==> src/rtl/line_pull_scheduler_pkg.sv <==
// Shared types and source-geometry defaults for the line pull scheduler.
package line_pull_scheduler_pkg;

    localparam int GBA_W = 240;
    localparam int GBA_H = 160;

    typedef enum logic [1:0] {
        IDLE,
        ARMED,
        ACTIVE,
        DONE
    } lpsState_t;

endpackage

==> src/rtl/line_pull_scheduler_scale_counter.sv <==
// One axis of the integer upscaler: positions steps against a window and
// yields the source index, with a pulse each time a source element is used up.
module scale_counter
    import line_pull_scheduler_pkg::*;
#(
    parameter int OFFSET = 0,
    parameter int LEN    = 1,
    parameter int SCALE  = 1,
    parameter int CNT_W  = 16,
    parameter int IDX_W  = 8
) (
    input  logic             clk,
    input  logic             rst,
    input  logic             clr,
    input  logic             step,
    output logic             inWin,
    output logic             wrap,
    output logic [IDX_W-1:0] idx,
    output logic [CNT_W-1:0] count
);

    localparam int REP_W = (SCALE > 1) ? $clog2(SCALE) : 1;
    localparam logic [CNT_W-1:0] WIN_LO  = CNT_W'(OFFSET);
    localparam logic [CNT_W-1:0] WIN_HI  = CNT_W'(OFFSET + LEN * SCALE);
    localparam logic [REP_W-1:0] REP_MAX = REP_W'(SCALE - 1);

    logic [REP_W-1:0] rep;
    logic [CNT_W-1:0] posCur;
    logic [REP_W-1:0] repCur;
    logic             winCur;
    logic             firstCur;

    // A clear coinciding with a step makes that step element 0.
    always_comb begin
        posCur   = clr ? '0 : count;
        repCur   = clr ? '0 : rep;
        winCur   = (posCur >= WIN_LO) && (posCur < WIN_HI);
        firstCur = (posCur == WIN_LO);
    end

    always_ff @(posedge clk or negedge rst) begin
        if (!rst) begin
            count <= '0;
            rep   <= '0;
            idx   <= '0;
            inWin <= 1'b0;
            wrap  <= 1'b0;
        end else if (step) begin
            count <= (&posCur) ? posCur : posCur + 1'b1;
            inWin <= winCur;
            wrap  <= winCur && !firstCur && (repCur == REP_MAX);
            if (!winCur || firstCur) begin
                rep <= '0;
                idx <= '0;
            end else if (repCur == REP_MAX) begin
                rep <= '0;
                idx <= idx + 1'b1;
            end else begin
                rep <= repCur + 1'b1;
            end
        end else if (clr) begin
            count <= '0;
            rep   <= '0;
            idx   <= '0;
            inWin <= 1'b0;
            wrap  <= 1'b0;
        end else begin
            wrap  <= 1'b0;
        end
    end

endmodule

==> src/rtl/line_pull_scheduler.sv <==
// Paces line-buffer pulls against the output raster and maps output pixels
// back to upscaled, centred source pixel indices; reports lock and underruns.
module line_pull_scheduler
    import line_pull_scheduler_pkg::*;
#(
    parameter int SRC_W    = GBA_W,
    parameter int SRC_H    = GBA_H,
    parameter int SCALE    = 4,
    parameter int H_OFFSET = 160,
    parameter int V_OFFSET = 40
) (
    input  logic       clk,
    input  logic       rst,
    input  logic       frameStart,
    input  logic       lineStart,
    input  logic       pxlEn,
    input  logic       newFrameIn,
    input  logic       sameLine,
    output logic       nextLine,
    output logic [7:0] curPxl,
    output logic       inWindow,
    output logic       locked,
    output logic [7:0] underrunCnt
);

    localparam int CNT_W = 16;
    localparam logic [CNT_W-1:0] V_END = CNT_W'(V_OFFSET + SRC_H * SCALE);

    lpsState_t        state;
    lpsState_t        stateNext;
    logic             newFrameSeen;
    logic             enterActive;
    logic             lockedNext;
    logic             winDone;
    logic             vStep;
    logic             vInWin;
    logic             hClr;
    logic             hStep;
    logic [CNT_W-1:0] vCount;
    logic [7:0]       unusedVIdx;
    logic [CNT_W-1:0] unusedHCount;

    function automatic logic [7:0] satInc8(input logic [7:0] v);
        return (&v) ? v : v + 8'd1;
    endfunction

    // vCount holds how many lines of this frame have started.
    assign winDone = (vCount >= V_END);

    always_comb begin
        stateNext   = state;
        enterActive = 1'b0;
        lockedNext  = locked;
        unique case (state)
            IDLE: begin
                if (newFrameIn) stateNext = ARMED;
            end
            ARMED: begin
                if (frameStart) begin
                    stateNext   = ACTIVE;
                    enterActive = 1'b1;
                    lockedNext  = 1'b1;
                end
            end
            ACTIVE: begin
                if (frameStart) begin
                    enterActive = 1'b1;
                    lockedNext  = winDone ? newFrameSeen : 1'b0;
                end else if (lineStart && (vCount == V_END)) begin
                    stateNext = DONE;
                end
            end
            DONE: begin
                if (frameStart) begin
                    stateNext   = ACTIVE;
                    enterActive = 1'b1;
                    lockedNext  = newFrameSeen;
                end
            end
            default: stateNext = IDLE;
        endcase
    end

    always_ff @(posedge clk or negedge rst) begin
        if (!rst) begin
            state        <= IDLE;
            newFrameSeen <= 1'b0;
            locked       <= 1'b0;
            underrunCnt  <= '0;
        end else begin
            state  <= stateNext;
            locked <= lockedNext;
            if (newFrameIn) begin
                newFrameSeen <= 1'b1;
            end else if (enterActive) begin
                newFrameSeen <= 1'b0;
            end
            if (nextLine && sameLine) begin
                underrunCnt <= satInc8(underrunCnt);
            end
        end
    end

    assign vStep = lineStart && ((state == ACTIVE) || enterActive);
    assign hClr  = lineStart || enterActive;
    assign hStep = pxlEn && vInWin && (state == ACTIVE) && !enterActive;

    scale_counter #(
        .OFFSET(V_OFFSET),
        .LEN   (SRC_H),
        .SCALE (SCALE),
        .CNT_W (CNT_W),
        .IDX_W (8)
    ) vAxis (
        .clk  (clk),
        .rst  (rst),
        .clr  (enterActive),
        .step (vStep),
        .inWin(vInWin),
        .wrap (nextLine),
        .idx  (unusedVIdx),
        .count(vCount)
    );

    scale_counter #(
        .OFFSET(H_OFFSET),
        .LEN   (SRC_W),
        .SCALE (SCALE),
        .CNT_W (CNT_W),
        .IDX_W (8)
    ) hAxis (
        .clk  (clk),
        .rst  (rst),
        .clr  (hClr),
        .step (hStep),
        .inWin(inWindow),
        .wrap (),
        .idx  (curPxl),
        .count(unusedHCount)
    );

endmodule

==> config.mk <==
export PLATFORM = sky130hd
export DESIGN_NAME = line_pull_scheduler
export DESIGN_NICKNAME = d
export VERILOG_FILES = /design/src/rtl/line_pull_scheduler_pkg.sv /design/src/rtl/line_pull_scheduler_scale_counter.sv /design/src/rtl/line_pull_scheduler.sv
export SDC_FILE = /design/constraint.sdc
export NUM_CORES = 1
export LEC_CHECK = 0
export CAP_MARGIN = 0
export CORE_AREA = 2 2 79 81
export CTS_CLUSTER_DIAMETER = 60
export DETAILED_ROUTE_END_ITERATION = 8
export DIE_AREA = 0 0 81 83
export HOLD_SLACK_MARGIN = 0.08
export MAX_ROUTING_LAYER = met4
export PLACE_DENSITY = 0.88
export SLEW_MARGIN = 10
export SYNTH_ARGS = -nofsm -noshare
export SYNTH_HDL_FRONTEND = slang
export SYNTH_SLANG_ARGS = --single-unit
==> constraint.sdc <==
create_clock -name clk -period 3.4 [get_ports clk]
set_clock_uncertainty 0.2 [all_clocks]
set_input_delay 0.68 -clock clk [delete_from_list [all_inputs] [get_ports clk]]
set_output_delay 0.68 -clock clk [all_outputs]
set_load 0.05 [all_outputs]
==> results_dict.tcl, run 1 <==
set metrics [dict create \
    status "finished clean" \
    cts-root-buf "sky130_fd_sc_hd__clkbuf_8" \
    numPortBuffers 25 \
    hold_viol_final 0 \
    clk_pin_slew_ns 0.06 \
    synth_ff_type "sky130_fd_sc_hd__dfrtp_1" \
    cts_sinks 59 \
    syn2layout_area_growth_pct 16.99 \
    critical_path.reg2reg.startpoint "state[1]$_DFFE_PN0P_" \
    ys_async_sr_fraction 1.000 \
    routed-via-count 2893 \
    total_gr_overflow 0 \
    number_of_flops_mapped_to_enable_cells_by_yosys 0 \
    finalNetCount 406 \
    viasPerCell 6.142 \
    path_cells "clkdlybuf4s50_1, o21ai_1, nand2_1, inv_1, ha_1, nand2_1, nor4b_4, a31oi_4, a31o_2, a21oi_1" \
    initial_antenna_violation_count 0 \
    pin_count 26 \
    synth-seq-cells 59 \
    ys_warn_count 0 \
    antenna_left 0 \
    crit_fanout 10 \
    path_common_cell "sky130_fd_sc_hd__nand2_1" \
    globalplace.congestion 0.9132 \
    fin_crit_ns 3.029 \
    main_combinational_cell_family_by_area_after_synthesis "simple AND/OR/NAND/NOR gates" \
    drc 0 \
    worstSetupEndpointType "flop" \
    clk-insertion-delay-late_ns 0.35 \
    hold_depth 1 \
    syn_inst 352 \
    number_of_global_route_vias_before_repair 2767 \
    post_synth_and_or_nand_nor_area_fraction 0.2416 \
    fp-row-count 28 \
    synth.avg_cell_area_sq_um 9.459 \
    worst_ep_required_time_ns 3.46 \
    tritoncts "built" \
    setup-violations-final 0 \
    fin_ws_ns 0.3714 \
    depth_of_the_cts_h_tree 3 \
    num_antenna_cells 0 \
    grt_first_pass_wirelength_mm 12.59 \
    worst-r2r-setup-slack_ns 0.58 \
    die-height_um 83 \
    hold_class "flop to flop" \
    holdWs_ns 0.2743 \
    power_density_mw_per_mm2 388.7 \
    dr.first_iter.drc_count 254 \
    timing_worst_slew_pin_value_ns 0.7183 \
    grt_setup_unrepaired "no" \
    maximum_number_of_pins_on_one_net_before_global_route_repair 26 \
    cts.path.max_buffers 2 \
    power.ir.vdd_worst_uv 201.0 \
    maximum_capacitance_violations 0 \
    cts_buffers 9 \
    synthAdderAreaFrac 0.02631 \
    yosys-mux-area-fraction 0.02255 \
    die_w_um 81 \
    layout-drive-gt1-share 0.1212 \
    detailed_place_hpwl_mm 5.182 \
    grt_usage 0.2442 \
    fp.dieArea_sq_mm 0.006723 \
    min_from "newFrameSeen$_DFFE_PN0P_" \
    critical_path_arrival_ns 3.09 \
    pre_cts_slack_ns 0.06009 \
    setup_tns_ns 0 \
    hold-path-endpoint "newFrameSeen$_DFFE_PN0P_" \
    timing.critical_path.from_type "input pin" \
    synth-compound-area-share 0.1717 \
    slew_violations 0 \
    worst_path_largest_cell_delay_ns 0.46 \
    timing_worst_setup_path_type "input pin to flop" \
    detail_route.wirelength_mm 7.425 \
    slew_headroom 0.5170 \
    timing.reg2reg.worst_path_depth 9 \
    final_min_period_over_clock_period 0.8908 \
    critical_path.slowest_cell "sky130_fd_sc_hd__clkdlybuf4s50_1" \
    synth.net_count 366 \
    max_freq_ghz 0.3302 \
    layout.cells.non_filler 471 \
    share_of_the_yosys_chip_area_belonging_to_registers 0.4434 \
    rr_endpoint "vAxis.count[6]$_DFF_PN0_" \
    mostFrequentLayoutCells "59 x sky130_fd_sc_hd__dfrtp_1, 43 x sky130_fd_sc_hd__nand2_1, 35 x sky130_fd_sc_hd__nor2_1" \
    post_synth_instance_area_sq_mm 0.003329 \
    mostFrequentLayoutCell "sky130_fd_sc_hd__dfrtp_1" \
    synth.lib_cells_used.distinct 55 \
    firstDrtPassIters 4 \
    core_sq_mm 0.005816 \
    critical_path.startpoint "frameStart" \
    power_leakage_nw 1.758 \
    initial_core_util 0.5725 \
    post_synth_xor_area_fraction 0.05261 \
    totalPowerFinal_mw 1.514 \
    gates_resized_cts_repair 0 \
    place.detailed.instances 455 \
    wire_per_inst_um 15.76 \
]
-- layer usage --
layer	share of wire	vias to the layer above	GRT usage
met5	0	-	-
met4	0.020	0	0.1048
met3	0.055	14	0.03804
met2	0.50	93	0.3944
met1	0.42	1434	0.3015
li1	-	1352	-
-- state kept, by name, summed over array words and instances (netlist names) --
name and count:
hAxis.count 16, hAxis.idx 8, hAxis.inWin 1, hAxis.rep 2, locked 1, newFrameSeen 1, state 2, underrunCnt 8
vAxis.count 16, vAxis.inWin 1, vAxis.rep 2, vAxis.wrap 1
-- worst max-delay path: cells and delay by family --
family / cells / cell delay (ns)
AO/OA/AOI/OAI: 4 / 0.95
AND/OR/NAND/NOR: 3 / 0.73
buffers and inverters: 2 / 0.55
adder cells (fa/ha/maj): 1 / 0.18
-- how the worst max path moves through the flow --
stage                                to  cells after the start  slack [ns]
6_report       vAxis.count[6]$_DFF_PN0_                     10        0.37
5_1_grt        hAxis.idx[7]$_DFFE_PN0P_                     11        0.19
4_1_cts        hAxis.idx[5]$_DFFE_PN0P_                     11        0.40
3_5_place_dp   hAxis.idx[5]$_DFFE_PN0P_                     11        0.06
3_3_place_gp   hAxis.idx[7]$_DFFE_PN0P_                     11        0.16
2_1_floorplan  hAxis.idx[0]$_DFFE_PN0P_                     11        0.32
-- repair_timing --
item | in CTS | in global routing
endpoints found under the hold margin | 16 | 0
setup buffers | 0 | 0
hold buffers | 1 | 0
-- report_power, final --
part | switching (mW) | leakage [nW] | internal (mW)
Clock | 0.266 | 0.0995 | 0.374
Combinational | 0.0867 | 0.847 | 0.0517
Sequential | 0.0177 | 0.812 | 0.718
Total | 0.370 | 1.76 | 1.14
-- cell families after synthesis --
family,after synthesis
buffers and inverters,26
AND/OR/NAND/NOR,156
adder cells (fa/ha/maj),7
AO/OA/AOI/OAI,77
multiplexers,7
XOR/XNOR,20
flip-flops,59
-- cell type report --
class | instances | area (sq um)
Clock buffer | 13 | 158.9
Multi-Input combinational cell | 267 | 1714
Timing Repair Buffer | 40 | 360.3
Fill cell | 430 | 1921
Inverter | 15 | 56.30
Tap cell | 75 | 93.84
Sequential cell | 59 | 1476
Clock inverter | 2 | 35.03
-- synth_stat cells (4+ instances only) --
| cell type | instances | share of area |
|---|---|---|
| sky130_fd_sc_hd__a21o_1 | 4 | 0.0090 |
| sky130_fd_sc_hd__a21oi_1 | 16 | 0.024 |
| sky130_fd_sc_hd__a31o_2 | 6 | 0.016 |
| sky130_fd_sc_hd__a31oi_1 | 14 | 0.026 |
| sky130_fd_sc_hd__and2_1 | 6 | 0.011 |
| sky130_fd_sc_hd__and3_1 | 11 | 0.021 |
| sky130_fd_sc_hd__buf_6 | 5 | 0.017 |
| sky130_fd_sc_hd__dfrtp_1 | 59 | 0.44 |
| sky130_fd_sc_hd__ha_1 | 7 | 0.026 |
| sky130_fd_sc_hd__inv_1 | 15 | 0.017 |
| sky130_fd_sc_hd__mux2_2 | 4 | 0.014 |
| sky130_fd_sc_hd__nand2_1 | 43 | 0.048 |
| sky130_fd_sc_hd__nand2b_1 | 5 | 0.0094 |
| sky130_fd_sc_hd__nand3_1 | 17 | 0.026 |
| sky130_fd_sc_hd__nand4_1 | 8 | 0.015 |
| sky130_fd_sc_hd__nor2_1 | 35 | 0.039 |
| sky130_fd_sc_hd__nor3_1 | 5 | 0.0075 |
| sky130_fd_sc_hd__o21ai_0 | 7 | 0.011 |
| sky130_fd_sc_hd__or3_1 | 4 | 0.0075 |
| sky130_fd_sc_hd__xnor2_1 | 9 | 0.024 |
| sky130_fd_sc_hd__xor2_1 | 11 | 0.029 |
-- through the flow --
stage | instance area, sq um | util
2_1_floorplan | 3329 | -
3_3_place_gp | 3691 | 0.6347
3_5_place_dp | 3691 | 0.6347
4_1_cts | 3895 | 0.6698
5_1_grt | 3895 | 0.6698
6_report | 3895 | 0.6698
No activity file was read; power rests on OpenSTA's default activity.
==> run 2: changes to the inputs <==
Clock period 3.4 ns to 3.5 ns, I/O delays scaled along.
==> run 2 against run 1 <==
- core utilization shrank 0.56 points
- clock power shrank 12%
- non-clock buffer count shrank 2
- flip-flop and latch count is the same
- critical endpoint is now hAxis.idx[7]$_DFFE_PN0P_
- largest power group unchanged
==> results_dict.tcl, run 2 (same netlist as run 1, synthesis figures left out) <==
set metrics [dict create \
    grt_first_pass_wirelength_mm 12.52 \
    layout.cells.non_filler 470 \
    hold-path-endpoint "newFrameSeen$_DFFE_PN0P_" \
    worst-r2r-setup-slack_ns 0.65 \
    pre_cts_slack_ns 0.1319 \
    total_gr_overflow 0 \
    cts-root-buf "sky130_fd_sc_hd__clkbuf_8" \
    cts_hold_buffers 0 \
    place.detailed.instances 454 \
    firstDrtPassIters 5 \
    antenna_left 0 \
    fin_crit_ns 3.100 \
    hold_class "flop to flop" \
    initial_antenna_violation_count 0 \
    detail_route.wirelength_mm 7.385 \
    slew_headroom 0.2935 \
    die-height_um 83 \
    worstSetupEndpointType "flop" \
    setup_tns_ns 0 \
    fp.dieArea_sq_mm 0.006723 \
    critical_path.reg2reg.startpoint "state[1]$_DFFE_PN0P_" \
    dr.first_iter.drc_count 204 \
    power_leakage_nw 1.745 \
    syn2layout_area_growth_pct 16.01 \
    numPortBuffers 25 \
    timing.critical_path.from_type "input pin" \
    min_from "newFrameSeen$_DFFE_PN0P_" \
    grt_usage 0.2446 \
    hold_depth 1 \
    mostFrequentLayoutCells "59 x sky130_fd_sc_hd__dfrtp_1, 43 x sky130_fd_sc_hd__nand2_1, 35 x sky130_fd_sc_hd__nor2_1" \
    nFillCells 426 \
    wire_per_inst_um 15.71 \
    p_sw_frac 0.2638 \
    tritoncts "built" \
    layout-drive-gt1-share 0.1266 \
    num_antenna_cells 0 \
    pin_count 26 \
    rr_endpoint "hAxis.idx[7]$_DFFE_PN0P_" \
    cts_sinks 59 \
    drc 0 \
    depth_of_the_cts_h_tree 3 \
    gates_resized_cts_repair 0 \
    internal_power_mw 1.036 \
    die_w_um 81 \
    max_freq_ghz 0.3225 \
    worst_ep_required_time_ns 3.52 \
    final_min_period_over_clock_period 0.8858 \
    number_of_global_route_vias_before_repair 2731 \
    power_density_mw_per_mm2 364.5 \
    fin_ws_ns 0.3996 \
    status "finished clean" \
    fp-row-count 28 \
    power.ir.vdd_worst_uv 217.1 \
    totalPowerFinal_mw 1.408 \
    setup-violations-final 0 \
    detailed_place_hpwl_mm 5.046 \
    finalNetCount 404 \
    timing_worst_slew_pin_value_ns 1.060 \
    clk_pin_slew_ns 0.07 \
    routed-via-count 2901 \
    timing_worst_setup_path_type "input pin to flop" \
    holdWs_ns 0.2799 \
    grt_setup_unrepaired "no" \
    hold_viol_final 0 \
    timing.reg2reg.worst_path_depth 9 \
    viasPerCell 6.172 \
    initial_core_util 0.5725 \
    post_cts_buffers 0 \
    power.combinational.fraction 0.093 \
    net_load_switching_power_uw 371.5 \
    p_clk_frac 0.399 \
    maximum_number_of_pins_on_one_net_before_global_route_repair 49 \
    cts_buffers 9 \
    mostFrequentLayoutCell "sky130_fd_sc_hd__dfrtp_1" \
    crit_fanout 13 \
    sequential_cell_area_sq_mm 0.001476 \
    clk-insertion-delay-late_ns 0.34 \
    slew_violations 0 \
    multi_input_comb_area_sq_mm 0.001714 \
    maximum_capacitance_violations 0 \
    critical_path_arrival_ns 3.12 \
    core_sq_mm 0.005816 \
    sequentialPowerShare 0.508 \
    top_regs "hAxis.count (16), vAxis.count (16)" \
    cts.path.max_buffers 2 \
    globalplace.congestion 0.8808 \
]
==> run 2: cell types whose count changed in the layout (fill, tap and decap cells not counted) <==
cell                            previous run  this run
sky130_fd_sc_hd__clkinv_2                  1         4
sky130_fd_sc_hd__clkbuf_1                  2         0
sky130_fd_sc_hd__buf_4                    14        13
sky130_fd_sc_hd__bufinv_16                 1         0
sky130_fd_sc_hd__clkinvlp_4                0         1
sky130_fd_sc_hd__dlygate4sd3_1             1         0
==> run 2: power by group through the flow <==
| stage | sequential [mW] | clock, mW | combinational (mW) |
|---|---|---|---|
| final | 0.715 | 0.562 | 0.131 |
| after global routing | 0.718 | 0.603 | 0.144 |
| after CTS | 0.714 | 0.573 | 0.131 |
| after detailed placement | 0.727 | 0 | 0.129 |
| after global placement | 0.726 | 0 | 0.126 |
| after floorplan | 0.727 | 0 | 0.0773 |
==> run 2: metrics by stage <==
step / cell area, sq um / utilization
global route: 3862 / 0.6642
CTS: 3862 / 0.6642
finish: 3862 / 0.6642
floorplan: 3329 / -
global placement: 3684 / 0.6334
detailed placement: 3684 / 0.6334
==> run 2: critical path, stage by stage <==
cell,delay (ns)
sky130_fd_sc_hd__clkdlybuf4s50_1,0.46
sky130_fd_sc_hd__o21ai_1,0.20
sky130_fd_sc_hd__buf_4,0.27
sky130_fd_sc_hd__and3_1,0.23
sky130_fd_sc_hd__ha_1,0.30
sky130_fd_sc_hd__and4_1,0.28
sky130_fd_sc_hd__and3_1,0.20
sky130_fd_sc_hd__nand3_1,0.11
sky130_fd_sc_hd__a21boi_0,0.25
sky130_fd_sc_hd__o2bb2ai_1,0.11
==> run 2: per-layer routing <==
| layer | part of all wire | vias up | GRT usage |
|---|---|---|---|
| met2 | 0.48 | 131 | 0.3599 |
| met3 | 0.074 | 18 | 0.05000 |
| met4 | 0.025 | 0 | 0.1310 |
| met5 | 0 | - | - |
| met1 | 0.42 | 1397 | 0.3153 |
| li1 | - | 1355 | - |
==> run 2: final cells by class <==
type / instances / share of cell area
clock buffer: 11 / 0.03920
sequential: 59 / 0.3822
timing repair buffer: 38 / 0.08876
inverter: 15 / 0.01458
tap: 75 / 0.02430
clock inverter: 5 / 0.007127
multi-input combinational: 267 / 0.4438
==> run 2: worst max path at each step <==
stage | depth (start not counted) | endpoint | slack (ns) | startpoint
final | 10 | hAxis.idx[7]$_DFFE_PN0P_ | 0.40 | frameStart
after global routing | 10 | hAxis.idx[7]$_DFFE_PN0P_ | 0.29 | frameStart
after CTS | 10 | hAxis.idx[7]$_DFFE_PN0P_ | 0.45 | frameStart
after detailed placement | 10 | hAxis.idx[7]$_DFFE_PN0P_ | 0.13 | frameStart
after global placement | 11 | hAxis.idx[1]$_DFFE_PN0P_ | 0.27 | frameStart
after floorplan | 11 | hAxis.idx[0]$_DFFE_PN0P_ | 0.40 | frameStart
==> run 3: changes to the inputs <==
Settings changed: CORE_AREA 2 2 79 81 to 2 2 85 87, DIE_AREA 0 0 81 83 to 0 0 87 89, SLEW_MARGIN 10 to 20, SYNTH_HIERARCHICAL set to 1.
==> run 3 against run 2 <==
- clock power increased by 39%
- worst setup slack got worse by 0.037 ns
- core utilization decreased by 5.7 points
- synthesized area increased by 3.6%
- final cell count increased by 1.9%
- largest power group is now clock
- total power increased by 20%
- critical path depth increased by 1
- critical endpoint is now vAxis/count[1]$_DFF_PN0_
==> results_dict.tcl, run 3 <==
set metrics [dict create \
    detail_route.wirelength_mm 7.737 \
    hold_viol_final 0 \
    timing.reg2reg.worst_path_depth 10 \
    cts-root-buf "sky130_fd_sc_hd__clkbuf_8" \
    mostFrequentLayoutCells "59 x sky130_fd_sc_hd__dfrtp_1, 27 x sky130_fd_sc_hd__nand2_1, 27 x sky130_fd_sc_hd__nor2_1" \
    final_min_period_over_clock_period 0.8964 \
    timing.critical_path.from_type "input pin" \
    power_leakage_nw 1.703 \
    grt_usage 0.2259 \
    fin_crit_ns 3.137 \
    power_density_mw_per_mm2 415.6 \
    place.detailed.instances 463 \
    num_antenna_cells 0 \
    cts_hold_buffers 0 \
    gates_resized_cts_repair 0 \
    initial_core_util 0.5136 \
    timing_worst_setup_path_type "input pin to flop" \
    routed-via-count 2926 \
    critical_path.reg2reg.startpoint "state[1]$_DFFE_PN0P_" \
    fin_ws_ns 0.3627 \
    wire_per_inst_um 16.15 \
    worstSetupEndpointType "flop" \
    synth.avg_cell_area_sq_um 9.666 \
    mostFrequentLayoutCell "sky130_fd_sc_hd__dfrtp_1" \
    viasPerCell 6.109 \
    slew_headroom 0.5177 \
    syn_inst 357 \
    fp.dieArea_sq_mm 0.007743 \
    status "finished clean" \
    holdWs_ns 0.2091 \
    top_regs "hAxis/count (16), vAxis/count (16)" \
    worst_ep_required_time_ns 3.53 \
    post_synth_instance_area_sq_mm 0.003451 \
    setup.worst_path.end "vAxis/count[1]$_DFF_PN0_" \
    postLayoutCoreUtil 0.6069 \
    total_gr_overflow 0 \
    slew_violations 0 \
    drc 0 \
    layout-drive-gt1-share 0.1378 \
    max_freq_ghz 0.3187 \
    pre_cts_slack_ns 0.05924 \
    maximum_number_of_pins_on_one_net_before_global_route_repair 34 \
    maximum_capacitance_violations 0 \
    syn2layout_area_growth_pct 18.17 \
    totalPowerFinal_mw 1.694 \
    die-height_um 89 \
    cts_sinks 59 \
    cts.path.max_buffers 2 \
    globalplace.congestion 0.8702 \
    clk_pin_slew_ns 0.07 \
    power.ir.vdd_worst_uv 210.8 \
    number_of_global_route_vias_before_repair 2843 \
    sequential_cell_area_sq_mm 0.001476 \
    timing_worst_slew_pin_value_ns 0.7234 \
    nFillCells 549 \
    critical_path_arrival_ns 3.17 \
    worst-r2r-setup-slack_ns 0.56 \
    post_cts_buffers 0 \
    initial_antenna_violation_count 0 \
    design_area_sq_mm 0.004078 \
    hold_class "input pin to async pin" \
    crit_fanout 15 \
    multi_input_comb_area_sq_mm 0.001851 \
    detailed_place_hpwl_mm 5.350 \
    dr.first_iter.drc_count 242 \
    grt_first_pass_wirelength_mm 13.22 \
    antenna_left 0 \
    fp-row-count 30 \
    tritoncts "built" \
    depth_of_the_cts_h_tree 3 \
    setup_tns_ns 0 \
    layout.cells.non_filler 479 \
    grt_setup_unrepaired "no" \
    pin_count 26 \
    detailed_place.area_sq_mm 0.003830 \
    cts_buffers 9 \
    numPortBuffers 25 \
    die_w_um 87 \
    rr_endpoint "vAxis/count[1]$_DFF_PN0_" \
    setup-violations-final 0 \
    clk-insertion-delay-late_ns 0.34 \
    critical_path.startpoint "frameStart" \
    ys_warn_count 6 \
    core_sq_mm 0.006719 \
    firstDrtPassIters 4 \
    finalNetCount 409 \
    synth.net_count 372 \
]
## run 3: changes by cell type in the layout (fill, tap and decap cells not counted), moves of 6 or more
cell,delta
sky130_fd_sc_hd__and3_1,-7
sky130_fd_sc_hd__nand2_1,-16
sky130_fd_sc_hd__a31o_2,-6
sky130_fd_sc_hd__xor2_1,-9
sky130_fd_sc_hd__nor2b_1,+12
sky130_fd_sc_hd__xnor2_1,+11
sky130_fd_sc_hd__nor2_1,-8
sky130_fd_sc_hd__nand3b_1,+6
## run 3: report_power, final
group / switching (mW) / total [mW] / internal, mW
Sequential: 0.0215 / 0.724 / 0.703
Clock: 0.300 / 0.779 / 0.479
Combinational: 0.112 / 0.191 / 0.0797
## run 3: worst min-delay path by stage
stage,to,slack (ns),startpoint,depth (start not counted)
after global routing,underrunCnt[5]$_DFFE_PN0P_,0.26,rst,1
after global placement,newFrameSeen$_DFFE_PN0P_,0.26,newFrameSeen$_DFFE_PN0P_,1
after floorplan,hAxis/count[0]$_DFF_PN0_,0.20,rst,0
after CTS,underrunCnt[5]$_DFFE_PN0P_,0.23,rst,1
final,hAxis/count[5]$_DFF_PN0_,0.21,rst,1
after detailed placement,newFrameSeen$_DFFE_PN0P_,0.27,newFrameSeen$_DFFE_PN0P_,1
## run 3: worst max-delay path: stages
cell and delay, ns:
sky130_fd_sc_hd__clkdlybuf4s50_1 0.42, sky130_fd_sc_hd__o21ai_0 0.14, sky130_fd_sc_hd__inv_1 0.17, sky130_fd_sc_hd__nand2b_1 0.20, sky130_fd_sc_hd__inv_1 0.08, sky130_fd_sc_hd__ha_1 0.19, sky130_fd_sc_hd__nand3b_1 0.14, sky130_fd_sc_hd__nor3_1 0.28
sky130_fd_sc_hd__and3_4 0.33, sky130_fd_sc_hd__nand2b_1 0.17, sky130_fd_sc_hd__mux2_2 0.33
## run 3: layer usage
metal	up-vias	global-route usage	wire, um
met4	0	0.1236	180
met3	21	0.05171	420
met1	1415	0.2802	3358
met5	-	-	0
met2	111	0.3428	3777
li1	1379	-	-
## run 3: area by class of cell
type	count	share of cell area
Sequential cell	59	0.3621
Multi-Input combinational cell	272	0.4538
Timing Repair Buffer	40	0.08776
Clock inverter	7	0.03038
Tap cell	80	0.02455
Inverter	12	0.01105
Clock buffer	9	0.03038
